**src/rtl/reg_wr_arbiter.sv**
```systemverilog
// ---------------------------------------------------------------------------
// reg_wr_arbiter
//   Round-robin arbiter in front of the single register file write port.
//   NUM_REQ writeback sources (ALU result, load data, link address, ...)
//   compete for the port. The winner is captured into an output register
//   that drives reg_file wr_en/wr_reg/wr_data for one cycle.
//
// Handshake (valid/ready):
//   A transfer from requester i happens on a rising clk edge where
//   req_valid[i] & req_ready[i]. The requester holds req_valid, req_reg and
//   req_data stable until that transfer, and req_valid never depends on
//   req_ready. req_ready is combinational from req_valid, stall and the
//   round-robin pointer only, and at most one bit is set per cycle.
//
// Ports:
//   clk        in   rising-edge clock
//   rst        in   asynchronous active-high reset
//   stall      in   1 = accept no new requests this cycle
//   req_valid  in   per-requester write request
//   req_reg    in   packed dest reg, requester i at [i*REG_W +: REG_W]
//   req_data   in   packed write data, requester i at [i*DATA_W +: DATA_W]
//   req_ready  out  one-hot (or zero) accept strobe
//   wr_en      out  reg_file write enable (one cycle per non-x0 transfer)
//   wr_reg     out  reg_file write index
//   wr_data    out  reg_file write data
//   grant_id   out  requester whose write is currently on wr_*
// ---------------------------------------------------------------------------
module reg_wr_arbiter #(
   parameter int NUM_REQ = 2,
   parameter int DATA_W  = 32,
   parameter int REG_W   = 5,
   localparam int ID_W   = $clog2(NUM_REQ)
) (
   input  logic                      clk,
   input  logic                      rst,
   input  logic                      stall,
   input  logic [NUM_REQ-1:0]        req_valid,
   input  logic [NUM_REQ*REG_W-1:0]  req_reg,
   input  logic [NUM_REQ*DATA_W-1:0] req_data,
   output logic [NUM_REQ-1:0]        req_ready,
   output logic                      wr_en,
   output logic [REG_W-1:0]          wr_reg,
   output logic [DATA_W-1:0]         wr_data,
   output logic [ID_W-1:0]           grant_id
);

   logic [ID_W-1:0]   r_ptr;
   logic              r_wr_en;
   logic [REG_W-1:0]  r_wr_reg;
   logic [DATA_W-1:0] r_wr_data;
   logic [ID_W-1:0]   r_grant_id;

   logic              w_found;
   logic [ID_W-1:0]   w_win;
   logic [ID_W:0]     w_sum;
   logic [ID_W-1:0]   w_idx;
   logic              w_xfer;
   logic [REG_W-1:0]  w_sel_reg;
   logic [DATA_W-1:0] w_sel_data;
   logic [ID_W-1:0]   w_next_ptr;

   // Search from r_ptr upwards, wrapping modulo NUM_REQ; first valid wins.
   // w_sum is one bit wider so ptr+k never overflows before the wrap.
   always_comb begin
      w_found = 1'b0;
      w_win   = '0;
      w_sum   = '0;
      w_idx   = '0;
      for (int k = 0; k < NUM_REQ; k++) begin
         w_sum = {1'b0, r_ptr} + (ID_W+1)'(k);
         if (w_sum >= (ID_W+1)'(NUM_REQ))
            w_sum = w_sum - (ID_W+1)'(NUM_REQ);
         w_idx = w_sum[ID_W-1:0];
         if (!w_found && req_valid[w_idx]) begin
            w_found = 1'b1;
            w_win   = w_idx;
         end
      end
   end

   assign w_xfer     = w_found && !stall && !rst;
   assign w_sel_reg  = req_reg[w_win*REG_W +: REG_W];
   assign w_sel_data = req_data[w_win*DATA_W +: DATA_W];
   assign w_next_ptr = (w_win == ID_W'(NUM_REQ-1)) ? '0 : w_win + 1'b1;

   always_comb begin
      req_ready = '0;
      if (w_xfer)
         req_ready[w_win] = 1'b1;
   end

   // Output register: a transfer is presented on wr_* for exactly the next
   // cycle. An accepted x0 write still completes and advances the pointer,
   // but wr_en stays low so reg_file drops it. Without a transfer only
   // wr_en falls; index, data and grant_id keep their last captured values.
   always_ff @(posedge clk or posedge rst) begin
      if (rst) begin
         r_ptr      <= '0;
         r_wr_en    <= 1'b0;
         r_wr_reg   <= '0;
         r_wr_data  <= '0;
         r_grant_id <= '0;
      end else begin
         r_wr_en <= 1'b0;
         if (w_xfer) begin
            r_wr_en    <= (w_sel_reg != '0);
            r_wr_reg   <= w_sel_reg;
            r_wr_data  <= w_sel_data;
            r_grant_id <= w_win;
            r_ptr      <= w_next_ptr;
         end
      end
   end

   assign wr_en    = r_wr_en;
   assign wr_reg   = r_wr_reg;
   assign wr_data  = r_wr_data;
   assign grant_id = r_grant_id;

endmodule
```
**config.mk**
```make
export PLATFORM = sky130hd
export DESIGN_NAME = reg_wr_arbiter
export DESIGN_NICKNAME = d
export VERILOG_FILES = /design/src/rtl/reg_wr_arbiter.sv
export SDC_FILE = /design/constraint.sdc
export NUM_CORES = 1
export LEC_CHECK = 0
export ABC_AREA = 1
export CAP_MARGIN = 15
export CORE_MARGIN = 3
export CORE_UTILIZATION = 40
export CTS_CLUSTER_DIAMETER = 200
export CTS_CLUSTER_SIZE = 40
export DETAILED_ROUTE_END_ITERATION = 10
export PLACE_DENSITY_LB_ADDON = 0.15
export REMOVE_ABC_BUFFERS = 1
export SYNTH_ARGS = -nofsm -noshare
export SYNTH_HDL_FRONTEND = slang
export SYNTH_SLANG_ARGS = --single-unit
export TNS_END_PERCENT = 50
```
**constraint.sdc**
```tcl
create_clock -name clk -period 3.55 [get_ports clk]
set_input_delay 0.8875 -clock clk [delete_from_list [all_inputs] [get_ports clk]]
set_output_delay 0.8875 -clock clk [all_outputs]
set_load 0.05 [all_outputs]
```
# [Word-level counts from Yosys, hierarchy flattened]
# Index checks and enable logic that the tools add are counted.
[totals] mem_bits_rw=0 out_inout_bits=41 word_cells=41 n_memories=0 reg_bits=40 inputBits=79 romBits=0 latch_bits=0
[op_classes] n_eq_ne=0 mux=15 add_sub_neg=4 bitwise=0 n_lt_le_gt_ge=6 div=0 multipliers=1 n_reduce_logical=8 n_shift=2
[op_table] operator="$shiftx 64x7->32" count=1
[op_table] operator="$mux 1" count=13
[op_table] operator="$shiftx 10x5->5" count=1
[op_table] operator="$lt 1x2->1 const B" count=3
[op_table] operator="$reduce_bool 5->1" count=1
[op_table] operator="$logic_and 1x1->1" count=4
[op_table] operator="$mul 1x3->4 const B" count=1
[op_table] operator="$logic_not 1->1" count=3
[op_table] operator="$add 1x1->2 const B" count=1
[op_table] operator="$ge 1x2->1 const B" count=1
[op_table] operator="$ge 2x2->1 const B" count=1
[op_table] operator="$mux 2" count=1
[op_table] operator="$sub 1x1->1 const B" count=2
[op_table] operator="$add 1x1->1 const B" count=1
[op_table] operator="$demux 1 s1" count=1
[op_table] operator="$ge 1x1->1 const B" count=1

# [Logic depth before layout (Yosys ltp)]
# Gate-level depths: netlist of run 1.
[logic_depth] ltp_word=13 ltp_mapped=8 ltp_nobuf=8

# [Least setup slack after synthesis of run 1]
# OpenSTA, ideal clock, no wires.
[synth_timing] path_kind="input-to-output" start="in req_valid[0]" end="out req_ready[1]" stages=4 n_path_buf=1 path_slack_ns=1.074 arrival_ns=1.588 required_ns=2.663 cell_sequence="nand2_1 nand2_4 nor2_4 buf_8"
[synth_between] elab_chain_cells=11 elab_cells_between_ends=18 classes_between="2 x order compare; 11 x mux; 5 x reduce/logical"
[synth_lines] item="start, declared" line_no="37" rtl="input logic [NUM_REQ-1:0] req_valid,"
[synth_lines] item="$mux 1 (not written as such) (2 in a row)" line_no="74" rtl="if (!w_found && req_valid[w_idx]) begin"
[synth_lines] item="$mux 1" line_no="74"
[synth_lines] item="$logic_not 1->1" line_no="74"
[synth_lines] item="$logic_and 1x1->1" line_no="74"
[synth_lines] item="$mux 1" line_no="74"
[synth_lines] item="$lt 1x2->1 (not written as such) or $ge 1x1->1 (tied branches)" line_no="89" rtl="req_ready[w_win] = 1'b1;"
[synth_lines] item="$logic_and 1x1->1 (not written as such)" line_no="89"
[synth_lines] item="$mux 1 (not written as such)" line_no="89"
[synth_lines] item="$demux 1 s1" line_no="89"
[synth_lines] item="$mux 2 *" line_no="88" rtl="if (w_xfer)"
[synth_lines] item="end, declared" line_no="40" rtl="output logic [NUM_REQ-1:0] req_ready,"
# Mark *: on every way between the ends. The rest lies on a longest branch, timed or not. The select of a mux whose other input is x is not followed.

# [Worst setup path in the final report of run 1]
[layout_timing] start="in req_valid[1]" end="out req_ready[0]"
# Same word-level chain as after synthesis.

==> impl_metrics.py, run 1 <==
metrics = {
    "status": {
        "outcome": "complete, no violations",
    },
    "layout": {
        "leading_cell_type_in_the_layout_fill_and_taps_excluded": "sky130_fd_sc_hd__clkdlybuf4s50_1",
        "layout-drive-gt1-share_pct": 11.8,
        "largest_register_ffs": 32,
        "post-route-cell-area_um2": 3300,
        "num-nets-final": 424,
        "synthToLayoutAreaGrowth_pct": 66.5,
        "antennaDiodeCount": 0,
        "final_cell_mix": "117 x sky130_fd_sc_hd__clkdlybuf4s50_1, 108 x sky130_fd_sc_hd__nand2_1, 40 x sky130_fd_sc_hd__dfrtp_1",
    },
    "clocking": {
        "ctsResizeCount": 0,
        "cts_root_cell": "sky130_fd_sc_hd__clkbuf_8",
        "cts_num_sinks": 40,
        "clk_pin_slew_worst_paths_ns": 0.07,
        "htreeDepth": 2,
        "cts_post_setup_buffers_inserted": 0,
        "cts_buffers": 5,
        "tritoncts_clock_tree": "built",
        "clk-insertion-delay-late_ns": 0.29,
        "cts-hold-fix-buffers": 0,
        "clock_path_buffers": 2,
    },
    "grt": {
        "groute.usage.overall_pct": 19.4,
        "grt_overflow": 0,
        "grt.met2_usage_pct": 32.5,
        "grt_max_degree": 35,
        "grt_pass1_vias": 1894,
        "globalRouteMet1Util_pct": 22.6,
        "antenna_found_initial": 0,
        "grt_first_pass_wirelength_um": 9050,
        "top_usage_layer": "met2",
        "m3_gr_usage_pct": 8.51,
    },
    "routing": {
        "dr.first_iter.drc_count": 90,
        "wirelength_um": 5290,
        "via_per_inst": 4.48,
        "detailedRoute.firstPassIterationCount": 6,
        "vias": 1842,
        "routedWlPerCell_um": 12.9,
        "antenna_violating_nets_post_route": 0,
        "drc_violation_count_after_routing": 0,
    },
    "worst_setup_path": {
        "timing.critical_path.fanout_max": 6,
        "worst_setup_path_end_kind": "output port",
        "startpoint_type": "input port",
        "arrival_ns": 2.11,
        "required_ns": 2.66,
        "timing_worst_setup_path_type": "input port to output port",
    },
    "placement": {
        "port_buffers": 119,
        "post-dp-hpwl_um": 3930,
        "weighted_congestion_at_the_end_of_routability_driven_global_placement": 0.777,
        "dpl-instance-area_um2": 3190,
    },
    "die": {
        "core_area_um2": 4560,
        "design.portCount": 120,
        "dieWidth_um": 76.4,
        "fp-row-count": 24,
        "die_area_um2": 5830,
        "die_h_um": 76.4,
        "starting_density_pct": 43.4,
    },
    "sta": {
        "final_min_period_over_clock_period_pct": 84.6,
        "timing_worst_slew_pin_value_ns": 0.528,
        "period_minus_slack_ns": 3.00,
        "setup_total_negative_slack_ns": 0,
        "hold_viol": 0,
        "hold_slack_ns": 0.487,
        "endpoints_failing_setup": 0,
        "timing.max_slew.rel_slack_pct": 64.7,
        "max_clock_freq_ghz": 0.333,
        "rsz0062_at_grt": "no",
        "slew_viol_final": 0,
        "fin_skew_ns": 0.00131,
    },
    "synthesis": {
        "synth.top_cells.by_area": "sky130_fd_sc_hd__dfrtp_1 51%, sky130_fd_sc_hd__nand2_1 20%, sky130_fd_sc_hd__nand3_2 9.6%, sky130_fd_sc_hd__buf_6 5.1%, sky130_fd_sc_hd__nand3_1 4.0%",
        "synth-warning-count": 0,
        "synth.lib_cells_used.distinct": 18,
        "syn_area_per_cell_um2": 8.84,
        "synth.yosys.seq_area_share_pct": 50.5,
        "post-synth-top-area-fraction_pct": 50.5,
        "ys_seq_elements": 40,
        "netlist_area_before_placement_um2": 1980,
        "synth_top_area_cell": "sky130_fd_sc_hd__dfrtp_1",
        "synth_cells": 224,
    },
    "flow_run": {
        "cap_viol_max_count": 0,
    },
    "power": {
        "total_power_mw": 1.61,
        "power_density_nw_per_um2": 487,
        "leakagePower_nw": 1.53,
        "peakVddDrop_v": 0.000271,
    },
    "hold_path": {
        "hold_path.class": "flip-flop to flip-flop",
    },
}
-- layout make-up --
class	count	area, µm²
clock buffer	8	90.1
fill	410	1270
inverter	9	33.8
multi-input combinational	164	822
sequential	40	1000
tap	65	81.3
timing repair buffer	125	1270
-- through the flow --
step,worst slack [ns],utilization (%),cells
global placement,0.564,69.8,402
floorplan,0.588,-,213
CTS,0.528,71.8,410
finish,0.548,72.2,411
global route,0.475,72.2,411
detailed placement,0.532,69.8,402
-- worst paths after layout --
check / endpoint / depth (start not counted) / slack [ns] / from
worst max-delay path: req_ready[0] / 4 / 0.55 / req_valid[1]
worst min-delay path: wr_reg[2] / 2 / 0.49 / wr_reg[2]
worst max register to register: wr_data[15] / 7 / 1.96 / r_ptr
worst min register to register: wr_reg[2] / 2 / 0.49 / wr_reg[2]
max in group asynchronous: wr_en / 4 / 2.13 / rst
min in group asynchronous: wr_data[27] / 2 / 0.81 / rst
-- where the power goes --
part,total (mW),internal (mW),switching [mW]
clock network,0.305,0.158,0.147
logic,0.719,0.279,0.440
registers,0.580,0.538,0.0421
-- worst max-delay path: stages --
cell	delay [ns]
sky130_fd_sc_hd__clkdlybuf4s50_1	0.70
sky130_fd_sc_hd__o21ai_4	0.13
sky130_fd_sc_hd__a21oi_4	0.22
sky130_fd_sc_hd__buf_12	0.17
-- synth_stat cells --
master	number
sky130_fd_sc_hd__a21o_1	1
sky130_fd_sc_hd__a21oi_4	1
sky130_fd_sc_hd__buf_4	1
sky130_fd_sc_hd__buf_6	9
sky130_fd_sc_hd__buf_8	1
sky130_fd_sc_hd__dfrtp_1	40
sky130_fd_sc_hd__inv_1	9
sky130_fd_sc_hd__nand2_1	108
sky130_fd_sc_hd__nand2_2	4
sky130_fd_sc_hd__nand2_4	1
sky130_fd_sc_hd__nand3_1	16
sky130_fd_sc_hd__nand3_2	19
sky130_fd_sc_hd__nand3b_1	1
sky130_fd_sc_hd__nor2_1	3
sky130_fd_sc_hd__nor2_4	1
sky130_fd_sc_hd__o21ai_0	3
sky130_fd_sc_hd__o21ai_1	5
sky130_fd_sc_hd__o21ai_4	1
-- per-layer routing --
metal | wire length (µm) | vias up
li1 | - | 944
met1 | 2180 | 809
met2 | 2510 | 81
met3 | 527 | 8
met4 | 73 | 0
met5 | 0 | -
-- cell families (layout without fill, tap and decap cells) --
kind of cell / Yosys count / after routing / share of synthesized area [%]
compound gates: 11 / 11 / 4.04
buf+inv: 20 / 142 / 7.96
flops: 40 / 40 / 50.5
simple gates: 153 / 153 / 37.5
Note: power is estimated with default switching activity, not from simulation.
==> run 2, diff against run 1 <==
CORE_UTILIZATION = 34   (was 40)
clock period = 2.75 ns   (was 3.55 ns; I/O delays follow)
==> impl_metrics.py, run 2 (synthesized netlist as in run 1, its figures left out) <==
metrics = {
    "status": {
        "outcome": "complete, no violations",
    },
    "clocking": {
        "clk_pin_slew_worst_paths_ns": 0.07,
        "cts_buffers": 5,
        "htreeDepth": 2,
        "clk-insertion-delay-late_ns": 0.29,
        "cts-hold-fix-buffers": 0,
        "cts_post_setup_buffers_inserted": 0,
        "ctsResizeCount": 0,
        "clock_path_buffers": 2,
        "cts_root_cell": "sky130_fd_sc_hd__clkbuf_8",
        "tritoncts_clock_tree": "built",
        "cts_num_sinks": 40,
    },
    "worst_setup_path": {
        "timing_worst_setup_path_type": "input port to output port",
        "rr_startpoint": "r_ptr",
        "reg2reg_slack_ns": 1.23,
        "cp-startpoint": "req_valid[0]",
        "required_ns": 2.06,
        "arrival_ns": 1.91,
        "worst_setup_path_end_kind": "output port",
        "timing.critical_path.fanout_max": 9,
        "startpoint_type": "input port",
    },
    "power": {
        "p_seq_share_pct": 34.9,
        "clkPwrFrac_pct": 22.2,
        "switchingPower_mw": 0.829,
        "intPower_mw": 1.32,
        "leakagePower_nw": 1.53,
        "power_density_nw_per_um2": 651,
        "combPwrFrac_pct": 43.0,
        "switching_share_pct": 38.6,
        "peakVddDrop_v": 0.000291,
    },
    "layout": {
        "num-nets-final": 422,
        "finish.utilization_pct": 59.2,
        "multiInputGateArea_um2": 822,
        "ff_latch_area_um2": 1000,
        "final.fill_count": 502,
        "synthToLayoutAreaGrowth_pct": 66.6,
        "leading_cell_type_in_the_layout_fill_and_taps_excluded": "sky130_fd_sc_hd__clkdlybuf4s50_1",
        "antennaDiodeCount": 0,
        "layout-drive-gt1-share_pct": 11.9,
        "largest_register_ffs": 32,
        "final_cell_mix": "117 x sky130_fd_sc_hd__clkdlybuf4s50_1, 108 x sky130_fd_sc_hd__nand2_1, 40 x sky130_fd_sc_hd__dfrtp_1",
    },
    "die": {
        "die_area_um2": 6780,
        "core_area_um2": 5570,
        "fp-row-count": 27,
        "starting_density_pct": 35.5,
        "dieWidth_um": 82.3,
        "design.portCount": 120,
        "die_h_um": 82.3,
    },
    "sta": {
        "final_min_period_over_clock_period_pct": 94.4,
        "rsz0062_at_grt": "no",
        "period_minus_slack_ns": 2.60,
        "setup_total_negative_slack_ns": 0,
        "slew_viol_final": 0,
        "timing_worst_slew_pin_value_ns": 0.809,
        "endpoints_failing_setup": 0,
        "hold_viol": 0,
        "timing.max_slew.rel_slack_pct": 45.7,
        "hold_slack_ns": 0.480,
        "max_clock_freq_ghz": 0.385,
        "fin_skew_ns": 0.00424,
    },
    "routing": {
        "dr.first_iter.drc_count": 90,
        "via_per_inst": 4.42,
        "antenna_violating_nets_post_route": 0,
        "routedWlPerCell_um": 13.0,
        "detailedRoute.firstPassIterationCount": 4,
        "wirelength_um": 5390,
        "vias": 1837,
        "drc_violation_count_after_routing": 0,
    },
    "placement": {
        "port_buffers": 119,
        "weighted_congestion_at_the_end_of_routability_driven_global_placement": 0.751,
        "post-dp-hpwl_um": 3850,
    },
    "grt": {
        "grt_first_pass_wirelength_um": 8450,
        "antenna_found_initial": 0,
        "groute.usage.overall_pct": 16.8,
        "grt_max_degree": 47,
        "grt_overflow": 0,
        "grt_pass1_vias": 1779,
    },
    "flow_run": {
        "cap_viol_max_count": 0,
    },
    "hold_path": {
        "timing.hold.worst.start": "r_ptr",
        "hold_path.class": "flip-flop to flip-flop",
    },
}
-- run 2: critical path, stage by stage --
cell                              delay [ns]
sky130_fd_sc_hd__clkdlybuf4s50_1        0.46
sky130_fd_sc_hd__nand2_1                0.25
sky130_fd_sc_hd__nand2_4                0.14
sky130_fd_sc_hd__nor2_4                 0.15
sky130_fd_sc_hd__buf_4                  0.22
-- run 2: per-layer routing --
layer | wire [µm] | vias up | track usage [%] | share of wire (%)
met2 | 2520 | 84 | 26.9 | 47
met5 | 0 | - | 0 | 0
li1 | - | 936 | - | -
met3 | 651 | 6 | 7.27 | 12
met4 | 70 | 0 | 5.48 | 1.3
met1 | 2150 | 811 | 20.2 | 40
-- run 2: final timing paths --
check,endpoint,cells past startpoint
worst max-delay path,req_ready[1],5
worst min-delay path,r_ptr,1
worst max register to register,wr_data[24],6
worst min register to register,r_ptr,1
max in group asynchronous,wr_reg[1],3
min in group asynchronous,wr_data[4],2
-- run 2: stage by stage --
| stage | std cells | total power, mW | instance area, µm² | setup slack (ns) |
|---|---|---|---|---|
| finish | 416 | 2.15 | 3300 | 0.153 |
| global route | 416 | 2.27 | 3300 | 0.0803 |
| CTS | 416 | 2.18 | 3300 | 0.142 |
| detailed placement | 408 | 1.69 | 3190 | 0.149 |
| global placement | 408 | 1.68 | 3190 | 0.161 |
| floorplan | 213 | 1.31 | 1860 | 0.188 |
-- run 2: final cells by class --
class	count	area share, %
clock inverter	3	1.29
sequential	40	30.3
tap	72	2.73
inverter	9	1.02
multi-input combinational	164	24.9
timing repair buffer	123	37.6
clock buffer	5	2.09
-- run 2: power groups by stage --
stage / logic (mW) / clock network, mW / registers (mW)
final: 0.923 / 0.477 / 0.749
after floorplan: 0.175 / 0 / 1.13
after CTS: 0.932 / 0.497 / 0.750
after global placement: 0.926 / 0 / 0.757
after detailed placement: 0.930 / 0 / 0.759
after global routing: 0.977 / 0.528 / 0.764
==> run 3, diff against run 2 <==
==> constraint.sdc (replaced) <==
create_clock -name clk -period 2.75 [get_ports clk]
set_input_delay 0.275 -clock clk [delete_from_list [all_inputs] [get_ports clk]]
set_output_delay 0.275 -clock clk [all_outputs]
set_load 0.05 [all_outputs]
==> impl_metrics.py, run 3 (synthesized netlist as in run 1, its figures left out) <==
metrics = {
    "routing": {
        "drc_violation_count_after_routing": 0,
        "wirelength_um": 5310,
        "dr.first_iter.drc_count": 77,
        "detailedRoute.firstPassIterationCount": 4,
        "antenna_violating_nets_post_route": 0,
        "routedWlPerCell_um": 12.7,
        "via_per_inst": 4.47,
        "vias": 1867,
    },
    "worst_setup_path": {
        "worstSetupPathDepth": 5,
        "required_ns": 2.48,
        "ff2ff_path_depth": 7,
        "slowest_stage": "sky130_fd_sc_hd__clkdlybuf4s50_1",
        "timing.critical_path.cells": "clkdlybuf4s50_1, nand2_1, nand2_4, nor2_4, buf_4",
        "timing.critical_path.max_delay_family": "buffers and inverters",
        "cp-startpoint": "req_valid[0]",
        "reg2reg_slack_ns": 1.19,
        "startpoint_type": "input port",
        "rr_startpoint": "r_ptr",
        "worst-path-buf-inv": 2,
        "worst_setup_path_end_kind": "output port",
        "reg2reg_capture_point": "wr_data[1]",
        "timing.critical_path.fanout_max": 10,
        "arrival_ns": 1.71,
        "max_stage_delay_ns": 0.47,
        "timing_worst_setup_path_type": "input port to output port",
    },
    "clocking": {
        "clk-insertion-delay-late_ns": 0.29,
        "cts-hold-fix-buffers": 0,
        "cts_post_setup_buffers_inserted": 0,
        "tritoncts_clock_tree": "built",
        "htreeDepth": 2,
        "clock_path_buffers": 2,
        "cts_root_cell": "sky130_fd_sc_hd__clkbuf_8",
        "cts_num_sinks": 40,
        "ctsResizeCount": 0,
        "cts_buffers": 5,
        "clk_pin_slew_worst_paths_ns": 0.08,
    },
    "placement": {
        "placement.setup.worst_slack_ns": 0.727,
        "port_buffers": 119,
        "placed_cells": 410,
        "post-dp-hpwl_um": 3970,
        "dpl-instance-area_um2": 3200,
        "weighted_congestion_at_the_end_of_routability_driven_global_placement": 0.716,
    },
    "status": {
        "outcome": "complete, no violations",
    },
    "sta": {
        "setup_total_negative_slack_ns": 0,
        "slew_viol_final": 0,
        "endpoints_failing_setup": 0,
        "hold_viol": 0,
        "timing_worst_slew_pin_value_ns": 0.885,
        "hold_slack_ns": 0.394,
        "rsz0062_at_grt": "no",
        "final_min_period_over_clock_period_pct": 72.4,
        "period_minus_slack_ns": 1.99,
        "postLayoutSetupSlackWorst_ns": 0.760,
        "timing.max_slew.rel_slack_pct": 40.7,
        "max_clock_freq_ghz": 0.503,
        "fin_skew_ns": 0.00453,
    },
    "die": {
        "die_h_um": 82.3,
        "dieWidth_um": 82.3,
        "die_area_um2": 6780,
        "core_area_um2": 5570,
        "design.portCount": 120,
        "starting_density_pct": 35.5,
        "fp-row-count": 27,
    },
    "layout": {
        "layout-drive-gt1-share_pct": 12.4,
        "post-route-cell-area_um2": 3290,
        "largest_register_ffs": 32,
        "num-nets-final": 424,
        "layoutNonFillerInstCount": 418,
        "antennaDiodeCount": 0,
        "finish.utilization_pct": 59.0,
        "synthToLayoutAreaGrowth_pct": 66.1,
        "leading_cell_type_in_the_layout_fill_and_taps_excluded": "sky130_fd_sc_hd__clkdlybuf4s50_1",
        "final_cell_mix": "117 x sky130_fd_sc_hd__clkdlybuf4s50_1, 108 x sky130_fd_sc_hd__nand2_1, 40 x sky130_fd_sc_hd__dfrtp_1",
    },
    "grt": {
        "antenna_found_initial": 0,
        "groute.usage.overall_pct": 16.6,
        "grt_first_pass_wirelength_um": 8410,
        "grt_overflow": 0,
        "grt_max_degree": 45,
        "grt_pass1_vias": 1804,
    },
    "power": {
        "peakVddDrop_v": 0.000271,
        "total_power_mw": 2.06,
        "leakagePower_nw": 1.53,
        "power_density_nw_per_um2": 627,
    },
    "hold_path": {
        "hold_path.class": "input port to asynchronous set/reset pin",
    },
    "flow_run": {
        "cap_viol_max_count": 0,
    },
}
run 3: cell count changes in the layout (fill, tap and decap cells not counted), sizes merged:
cell / delta
buf: +2
bufinv: -1
clkinvlp: -1
clkinv: +2
run 3: cell type report:
| class | instances | area [µm²] |
|---|---|---|
| inverters | 9 | 33.8 |
| repair buffers | 125 | 1260 |
| flip-flops and latches | 40 | 1000 |
| clock buffers | 5 | 68.8 |
| clock inverters | 3 | 18.8 |
| fillers | 534 | 2280 |
| multi-input cells | 164 | 822 |
| well taps | 72 | 90.1 |
run 3: per-layer routing:
layer	wire length, µm	global-route usage [%]	up-vias	share of wire [%]
met3	700	8.68	2	13
met5	0	0	-	0
met2	2490	27.6	84	47
met1	2090	18.3	836	39
li1	-	-	945	-
met4	29	4.98	0	0.55
run 3: worst max-delay path by stage:
| stage | endpoint | slack (ns) |
|---|---|---|
| after CTS | req_ready[0] | 0.73 |
| final | req_ready[1] | 0.76 |
| after floorplan | wr_data[0] | 1.0 |
| after detailed placement | req_ready[0] | 0.73 |
| after global routing | req_ready[1] | 0.65 |
| after global placement | req_ready[1] | 0.75 |
run 3: report_power, final:
part           total, mW  switching, mW  internal (mW)
registers          0.749         0.0547          0.694
clock network      0.388          0.211          0.177
logic              0.925          0.567          0.358
total               2.06          0.833           1.23
run 3: worst register-to-register path: stages, from the launching register on:
cell and delay, ns:
sky130_fd_sc_hd__dfrtp_1 0.36, sky130_fd_sc_hd__inv_1 0.05, sky130_fd_sc_hd__nand2_1 0.21, sky130_fd_sc_hd__nand2_4 0.15, sky130_fd_sc_hd__nor2_4 0.31, sky130_fd_sc_hd__buf_4 0.28
sky130_fd_sc_hd__nand2_1 0.09, sky130_fd_sc_hd__nand3_2 0.07
